## config.mk

```make
export PLATFORM = sky130hd
export DESIGN_NAME = gin_feeder
export DESIGN_NICKNAME = d
export VERILOG_FILES = /design/src/rtl/gin_pkg.sv /design/src/rtl/gin_sync_fifo.sv /design/src/rtl/gin_feeder.sv
export SDC_FILE = /design/constraint.sdc
export NUM_CORES = 1
export LEC_CHECK = 0
export CAP_MARGIN = 30
export CORE_ASPECT_RATIO = 1.4
export CORE_MARGIN = 5
export CORE_UTILIZATION = 49
export DETAILED_ROUTE_END_ITERATION = 10
export PLACE_DENSITY = 0.78
export SLEW_MARGIN = 40
export SYNTH_ARGS = -nofsm -noshare
export SYNTH_HDL_FRONTEND = slang
export SYNTH_SLANG_ARGS = --single-unit
```

## constraint.sdc

```tcl
create_clock -name clk -period 2 [get_ports clk]
set_clock_uncertainty 0.15 [all_clocks]
set_input_delay 0.5 -clock clk [delete_from_list [all_inputs] [get_ports clk]]
set_output_delay 0.5 -clock clk [all_outputs]
set_load 0.03 [all_outputs]
```

## src/rtl/gin_pkg.sv

```systemverilog
// Shared types and sizing for the GIN X-bus feeder: FSM states, FIFO entry layout
// and ID-counter width.
package gin_pkg;

    localparam int GIN_ID_SIZE    = 4;
    localparam int GIN_DATA_BITS  = 8;
    localparam int GIN_NUMS_SLAVE = 4;
    localparam int GIN_FIFO_DEPTH = 4;

    // A single-slave chain still needs a one-bit counter.
    function automatic int idcnt_w(input int n);
        return (n > 1) ? $clog2(n) : 1;
    endfunction

    localparam int GIN_IDCNT_W = $clog2(GIN_NUMS_SLAVE);

    typedef enum logic [1:0] {
        IDLE   = 2'd0,
        DRAIN  = 2'd1,
        LOAD   = 2'd2,
        FINISH = 2'd3
    } gin_feeder_state_e;

    typedef struct packed {
        logic [GIN_ID_SIZE-1:0]   tag;
        logic [GIN_DATA_BITS-1:0] data;
    } gin_entry_t;

endpackage

```

## src/rtl/gin_sync_fifo.sv

```systemverilog
// Small synchronous FIFO.
// The head entry is read straight from storage, and pointers carry an extra wrap bit
// so that full and empty can be told apart.
module gin_sync_fifo #(
    parameter int WIDTH = 12,
    parameter int DEPTH = 4
) (
    input  logic             clk,
    input  logic             rst,
    input  logic             push_i,
    input  logic [WIDTH-1:0] wdata_i,
    input  logic             pop_i,
    output logic [WIDTH-1:0] rdata_o,
    output logic             full_o,
    output logic             empty_o
);

    localparam int AW = $clog2(DEPTH);
    localparam logic [AW:0] PTR_ONE = (AW+1)'(1);

    logic [AW:0]      wr_ptr_q;
    logic [AW:0]      rd_ptr_q;
    logic [WIDTH-1:0] mem_q [DEPTH];
    logic             push_s;
    logic             pop_s;

    assign push_s  = push_i && !full_o;
    assign pop_s   = pop_i && !empty_o;
    assign empty_o = (wr_ptr_q == rd_ptr_q);
    assign full_o  = (wr_ptr_q[AW] != rd_ptr_q[AW]) &&
                     (wr_ptr_q[AW-1:0] == rd_ptr_q[AW-1:0]);
    assign rdata_o = mem_q[rd_ptr_q[AW-1:0]];

    // Storage is cleared on reset so the bus sees zeros rather than stale data.
    always_ff @(posedge clk or negedge rst) begin
        if (!rst) begin
            wr_ptr_q <= '0;
            rd_ptr_q <= '0;
            for (int i = 0; i < DEPTH; i++) begin
                mem_q[i] <= '0;
            end
        end else begin
            if (push_s) begin
                mem_q[wr_ptr_q[AW-1:0]] <= wdata_i;
                wr_ptr_q                <= wr_ptr_q + PTR_ONE;
            end
            if (pop_s) begin
                rd_ptr_q <= rd_ptr_q + PTR_ONE;
            end
        end
    end

endmodule

```

## src/rtl/gin_feeder.sv

```systemverilog
// GIN X-bus master-side feeder.
// It buffers tagged GLB data toward the bus and serialises ID loads into the
// multicast-controller scan chain.
module gin_feeder
    import gin_pkg::*;
#(
    parameter int ID_SIZE    = GIN_ID_SIZE,
    parameter int DATA_BITS  = GIN_DATA_BITS,
    parameter int NUMS_SLAVE = GIN_NUMS_SLAVE,
    parameter int FIFO_DEPTH = GIN_FIFO_DEPTH
) (
    input  logic                 clk,
    input  logic                 rst,
    input  logic                 cfg_start,
    input  logic                 cfg_id_valid,
    input  logic [ID_SIZE-1:0]   cfg_id,
    output logic                 cfg_id_ready,
    output logic                 cfg_done,
    output logic                 busy,
    input  logic                 in_valid,
    input  logic [ID_SIZE-1:0]   in_tag,
    input  logic [DATA_BITS-1:0] in_data,
    output logic                 in_ready,
    output logic                 bus_valid,
    output logic [ID_SIZE-1:0]   bus_tag,
    output logic [DATA_BITS-1:0] bus_data,
    input  logic                 bus_ready,
    output logic                 set_id,
    output logic [ID_SIZE-1:0]   id_scan
);

    localparam int CNT_W = idcnt_w(NUMS_SLAVE);
    localparam int EW    = ID_SIZE + DATA_BITS;
    localparam logic [CNT_W-1:0] CNT_LAST = CNT_W'(NUMS_SLAVE - 1);
    localparam logic [CNT_W-1:0] CNT_ONE  = CNT_W'(1);

    gin_feeder_state_e    state_q, state_d;
    logic [CNT_W-1:0]     cnt_q, cnt_d;
    logic                 set_id_q, set_id_d;
    logic [ID_SIZE-1:0]   id_scan_q, id_scan_d;
    logic                 rdy_en_q;

    logic                 full_s;
    logic                 empty_s;
    logic                 push_s;
    logic                 pop_s;
    logic                 accept_s;
    logic [EW-1:0]        head_s;

    // rdy_en_q keeps in_ready low while reset is held.
    assign in_ready     = rdy_en_q && (state_q == IDLE) && !full_s;
    assign push_s       = in_valid && in_ready;
    assign bus_valid    = !empty_s;
    assign pop_s        = bus_valid && bus_ready;
    assign bus_tag      = head_s[EW-1 -: ID_SIZE];
    assign bus_data     = head_s[DATA_BITS-1:0];
    assign accept_s     = (state_q == LOAD) && cfg_id_valid;
    assign cfg_id_ready = (state_q == LOAD);
    assign cfg_done     = (state_q == FINISH);
    assign busy         = (state_q != IDLE);
    assign set_id       = set_id_q;
    assign id_scan      = id_scan_q;

    gin_sync_fifo #(
        .WIDTH (EW),
        .DEPTH (FIFO_DEPTH)
    ) u_fifo (
        .clk     (clk),
        .rst     (rst),
        .push_i  (push_s),
        .wdata_i ({in_tag, in_data}),
        .pop_i   (pop_s),
        .rdata_o (head_s),
        .full_o  (full_s),
        .empty_o (empty_s)
    );

    // Next-state and scan-chain control for the ID load sequence.
    always_comb begin
        state_d   = state_q;
        cnt_d     = cnt_q;
        set_id_d  = 1'b0;
        id_scan_d = id_scan_q;
        case (state_q)
            IDLE: begin
                // A push in the same cycle as cfg_start leaves one entry behind, so drain it first.
                if (cfg_start) begin
                    if (empty_s && !push_s) begin
                        state_d = LOAD;
                    end else begin
                        state_d = DRAIN;
                    end
                end else begin
                    state_d = IDLE;
                end
            end
            DRAIN: begin
                if (empty_s) begin
                    state_d = LOAD;
                end else begin
                    state_d = DRAIN;
                end
            end
            LOAD: begin
                if (accept_s) begin
                    set_id_d  = 1'b1;
                    id_scan_d = cfg_id;
                    if (cnt_q == CNT_LAST) begin
                        state_d = FINISH;
                        cnt_d   = '0;
                    end else begin
                        cnt_d   = cnt_q + CNT_ONE;
                    end
                end else begin
                    state_d = LOAD;
                end
            end
            FINISH: begin
                state_d = IDLE;
            end
            default: begin
                state_d = IDLE;
            end
        endcase
    end

    // State, counter and scan-output registers.
    always_ff @(posedge clk or negedge rst) begin
        if (!rst) begin
            state_q   <= IDLE;
            cnt_q     <= '0;
            set_id_q  <= 1'b0;
            id_scan_q <= '0;
            rdy_en_q  <= 1'b0;
        end else begin
            state_q   <= state_d;
            cnt_q     <= cnt_d;
            set_id_q  <= set_id_d;
            id_scan_q <= id_scan_d;
            rdy_en_q  <= 1'b1;
        end
    end

endmodule

```

==> metrics.yaml <==
run_status:
  status: "finished with violations"
  violations: "setup timing"
drt:
  drtIter0Drc: 89
  vias: 1900
  via_per_inst: 5.48
  drt_pass1_iterations: 4
  drtAntennaViolNets: 0
  wire_per_inst_um: 19.7
  wl_um: 6830
  drc: 0
global_route:
  grt_pass1_vias: 2087
  gr-total-overflow: 0
  grtUsageMet2_pct: 30.2
  met1_usage_pct: 22.9
  antenna_found_initial: 0
  grt_use_met3_pct: 3.64
  grt_pass1_wl_um: 10400
  grt_max_degree: 26
  grt_busiest_layer: "met2"
  grt_usage_pct: 18.6
yosys:
  syn_avg_cell_area_um2: 16.0
  synth_ff_type: "dfrtp_1"
  syn_nets: 214
  ys_seq_elements: 64
  netlist_area_um2: 2980
  ys_top_cells_by_area: "dfrtp_1 (54%), mux2_2 (20%), mux4_2 (9.1%)"
  synth_top_area_cell: "dfrtp_1"
  synth.distinct_cells: 33
  synth-edff-count: 0
  yosysWarnings: 0
  async_flop_share_pct: 100
  yosys.area.top_type_share_pct: 53.8
  synth_cells: 186
  ys_seq_area_share_pct: 53.8
die:
  die_area_um2: 7750
  num_rows: 33
  core-area_um2: 5900
  die_w_um: 75.9
  start_util_pct: 50.4
  dieHeight_um: 102
  top_level_ports: 44
timing:
  holdWs_ns: 0.352
  fin_ws_ns: -0.349
  slew_viol_final: 0
  setup_viol: 51
  fin_crit_sh_pct: 117
  fmax_mhz: 426
  rsz0062_at_grt: "true"
  fin_crit_ns: 2.35
  finalHoldViolCount: 0
  fin_setup_tns_ns: -10.69
pwr:
  p_sw_mw: 2.96
  clkPwrFrac_pct: 11.9
  p_sw_share_pct: 37.6
  leakage_nw: 2.05
  comb_power_share_pct: 59.1
  finalPower_mw: 7.86
  pwr-share-seq_pct: 29.0
  power_density_nw_per_um2: 1840
  ir_drop_v: 0.000863
  internal-power_mw: 4.91
clock_tree:
  clk_pin_slew_ns: 0.07
  cts_tree: "built"
  clkSinkCount: 64
  cts_max_level: 3
  clock_path_buffers: 2
  cts_root_buffer: "clkbuf_8"
  clock_latency_ns: 0.33
  numCtsBuffers: 9
final_layout:
  layout.nets: 300
  fin_cells: 347
  diodes: 0
  fill_cells: 385
  drive_gt1_share_pct: 56.3
  area_growth_pct: 43.2
hold_path:
  hold_path.class: "reg2reg"
flow_run:
  cap_violations: 0
worst_setup_path:
  worstSetupEndpointType: "register"
  path_class: "reg2reg"
  critPathLaunchType: "register"
  worst-path-max-fanout: 6
  crit_chain: "buf_12, xor2_4, buf_12, buf_6, buf_6, o311ai_4, clkbuf_16, mux2_2"
  cpPeakStageDelay_ns: 0.43
  worst_ep_arrival_time_ns: 2.42
  cp_top_family: "buffers and inverters"
  path_buf_inv: 5
  crit_slowest_cell: "dfrtp_2"
  worstPathRequired_ns: 2.07
placed_design:
  pre_cts_slack_ns: -0.340
  place_inst: 318
  io_buffers: 43
  place.gp.congestion: 0.730
  dp_hpwl_um: 4300
==> timing repair <==
item                                   CTS  global route
cloned                                   0             2
endpoints found under the hold margin   17             0
resized for setup                      107            35
buffers inserted                         2             9
setup endpoints to repair               69            57
pin swaps                                1             3
hold buffers                             1             0
==> final cells by class <==
class | instances | area (um2) | share of cell area [%]
sequential | 64 | 1600 | 37.6
multi-input combinational | 108 | 1500 | 35.3
timing repair buffer | 84 | 883 | 20.7
clock buffer | 12 | 145 | 3.41
tap | 70 | 87.6 | 2.06
clock inverter | 4 | 20.0 | 0.470
inverter | 5 | 18.8 | 0.440
==> metal layers <==
metal  routed length, um  vias to the layer above
li1                    -                      862
met1                2930                      992
met2                3540                       38
met3                 252                        8
met4                 106                        0
met5                   0                        -
==> layout by cell type (no fill, tap or decap), types with 2 or more instances in the layout <==
master	count
buf_12	9
buf_2	6
buf_4	24
buf_6	16
clkbuf_1	2
clkbuf_16	2
clkbuf_8	10
clkdlybuf4s50_1	20
clkinv_2	4
dfrtp_1	63
dlygate4sd2_1	4
ha_1	6
inv_1	5
mux2_2	20
mux2_4	35
mux4_2	12
nand2_1	2
nor2_1	3
nor2b_1	2
nor3_2	2
o311ai_4	4
o31ai_1	2
xnor2_1	3
xor2_4	2
==> sequential cells by signal, indices dropped and copies added (netlist names) <==
register         flops
cnt_q                2
id_scan              4
rdy_en_q             1
set_id               1
state_q              2
u_fifo.mem_q        48
u_fifo.rd_ptr_q      3
u_fifo.wr_ptr_q      3
==> cells in the mapped netlist (all sizes together), types with 2 or more instances <==
library cell   n
dfrtp         64
clkbuf         2
o31ai          3
nor3           2
ha             6
mux4          12
nand2          2
nor2b          2
xnor2          4
mux2          56
xor2           3
inv            5
nor2           3
buf            7
o311ai         5
==> power by group through the flow <==
stage / registers (mW) / logic (mW) / clock network [mW]
after floorplan: 2.27 / 2.30 / 0
after global placement: 2.22 / 3.74 / 0
after detailed placement: 2.25 / 3.82 / 0
after CTS: 2.25 / 4.09 / 0.965
after global routing: 2.35 / 4.94 / 1.03
final: 2.28 / 4.64 / 0.939
==> worst paths after layout <==
check | slack (ns) | endpoint | start | cells past startpoint
setup reg to reg | -0.35 | u_fifo.mem_q[24]$_DFFE_PN0P_ | u_fifo.rd_ptr_q[0]$_DFFE_PN0P_ | 8
hold reg to reg | 0.35 | id_scan[0]$_DFFE_PN0P_ | id_scan[0]$_DFFE_PN0P_ | 1
min in group asynchronous | 0.51 | set_id$_DFF_PN0_ | rst | 2
setup / recovery | -0.35 | u_fifo.mem_q[24]$_DFFE_PN0P_ | u_fifo.rd_ptr_q[0]$_DFFE_PN0P_ | 8
max in group asynchronous | 0.68 | u_fifo.mem_q[15]$_DFFE_PN0P_ | rst | 3
hold / removal | 0.35 | id_scan[0]$_DFFE_PN0P_ | id_scan[0]$_DFFE_PN0P_ | 1
==> cells by family (layout without fill, tap and decap cells) <==
| family | count (synthesis) | count (layout) | synth area share, % |
|---|---|---|---|
| other cells | 1 | 1 | 0.126 |
| flops | 64 | 64 | 53.8 |
| compound gates | 11 | 11 | 4.42 |
| buf+inv | 14 | 105 | 3.24 |
| mux | 68 | 68 | 30.3 |
| fa+ha+maj | 6 | 6 | 2.52 |
| xor+xnor | 7 | 7 | 2.82 |
| simple gates | 15 | 15 | 2.78 |
==> stage by stage <==
step	util, %	instance area (um2)
after detailed placement	62.9	3710
after global routing	72.2	4260
after floorplan	-	2990
final	72.2	4260
after CTS	67.8	4000
after global placement	62.9	3710
(Power assumes the default switching activity.)
==> edit, RTL diff (same settings) <==
`GIN_DATA_BITS`: 8 -> 6.
--- a/src/rtl/gin_pkg.sv
+++ b/src/rtl/gin_pkg.sv
@@ -4,5 +4,5 @@
 
     localparam int GIN_ID_SIZE    = 4;
-    localparam int GIN_DATA_BITS  = 8;
+    localparam int GIN_DATA_BITS  = 6;
     localparam int GIN_NUMS_SLAVE = 4;
     localparam int GIN_FIFO_DEPTH = 4;
Interface: changed (resized bus_data and in_data); port bits go from 44 to 40. No check against the original RTL was run, so the function may have changed too.
==> edit against the unedited design <==
Routed wire length shrank 7.9%; clock power shrank 25%; sequential cell count shrank 8; count of clock-buffer cells in the layout shrank 7; the run still ends with setup timing left; largest power group unchanged; synthesized area shrank 12%; sequential share of layout area shrank 1.3 points; worst setup slack gained 74 ps; power shrank 8.1%; cell area shrank 9.3%.
==> edit: results (changes against the unedited design) <==
- Multi-input gate share of total cell area: 36.8% (+1.5 points)
- Sequential fraction of total cell area: 36.3% (-1.3 points)
- Synth top area cells: dfrtp_1 54%, mux2_2 21%, mux4_2 8.6%, o311ai_4 3.0%, ha_1 2.9%
- VDD IR-drop max: 1.19 mV (+38%)
- Count of non-CTS inverters in the layout: 6 (+1)
- Synth Area in Compound Gates: 6.41% (+2.0 points)
- Critical Path AT: 1620 ps (-800 ps)
- R2R Path End: u_fifo.mem_q[2]
- Synthesized net count: 190 (-11%)
- Vias in the first global route: 1910 (-8.5%)
- Clock buf count: 5 (-7)
- Clk sinks: 56 (-13%)
- Share of the synthesized area in the top cell type: 53.6% (-0.26 points)
- CP max stage delay: 410 ps (-20 ps)
- CP top delay family: flip-flops
- Reg power frac: 28.5% (-0.5 points)
- Crit path to: bus_valid
- Place WS: -310 ps (+30.5 ps)
- Fin Setup TNS: -5840 ps (+4850 ps)
- Final non-clock buffer share: 21.6% (+0.84 points)
- Clk cell area share: 2.56% (-1.3 points)
- Largest net degree at the start of global routing: 41 (+58%)
- Fillers: 322 (-16%)
- Critical path fanouts, max: 5 (-1)
- Mux share of post-synthesis cell area: 29.3% (-1.0 points)
- Final WS setup: -275 ps (+74.5 ps)
- Finish-stage setup viols: 44 (-14%)
- Clock network fraction of total power: 9.7% (-2.2 points)
- Static Leakage: 1.86 nW (-9.1%)
- Outcome: finished, violations left
- Post-Synth Adder-Cell Area: 2.87% (+0.35 points)
- # Taps: 66 (-5.7%)
- DRT iter0 DRCs: 61 (-31%)
- Most frequent cells after synthesis: 56 x dfrtp_1, 48 x mux2_2, 10 x mux4_2
- Slack of the worst reg-to-reg path: -130 ps (+220 ps)
- Comb_multi_in: 96 (-11%)
- Failing checks: setup timing
- Dpl hpwl: 3.82 mm (-11%)
- Clock transition at the registers of the reported paths: 90 ps (+20 ps)
edit: how the worst min path moves through the flow:
stage / start / end / slack, ps / cells after the start
2_1_floorplan: rst / cnt_q[0] / 50 / 0
3_3_place_gp: rst / u_fifo.mem_q[33] / 280 / 1
3_5_place_dp: rst / u_fifo.mem_q[33] / 300 / 1
4_1_cts: u_fifo.mem_q[14] / u_fifo.mem_q[14] / 360 / 1
5_1_grt: u_fifo.mem_q[4] / u_fifo.mem_q[4] / 380 / 1
6_report: u_fifo.mem_q[33] / u_fifo.mem_q[33] / 370 / 1
edit: cells by family (layout without fill, tap and decap cells):
group | after synthesis | count (layout)
simple gates | 11 | 11
buf+inv | 12 | 93
xor+xnor | 7 | 7
flops | 56 | 56
compound gates | 13 | 13
other cells | 1 | 1
fa+ha+maj | 6 | 6
mux | 58 | 58
edit: routing by layer:
layer,wire (um),global-route usage [%],vias to the layer above
li1,-,-,764
met1,2560,22.9,882
met2,3310,34.2,56
met3,293,4.04,7
met4,121,7.21,0
met5,0,0,-
edit: per-stage QoR:
stage / power [W] / hold WS [ps] / std cells / area [sq um] / utilization (%)
2_1_floorplan: 0.00404 / 54.4 / 164 / 2630 / -
3_5_place_dp: 0.00527 / 300 / 281 / 3240 / 62.4
6_report: 0.00723 / 366 / 311 / 3860 / 74.3
4_1_cts: 0.00690 / 363 / 310 / 3780 / 72.8
5_1_grt: 0.00757 / 380 / 311 / 3860 / 74.3
3_3_place_gp: 0.00508 / 278 / 281 / 3240 / 62.3
edit: what timing repair did:
item	CTS	global route
setup endpoints to repair	56	61
gates cloned	1	1
hold endpoints to repair	16	0
buffers inserted	21	2
pin swaps	8	1
hold buffers	1	0
resized for setup	121	26
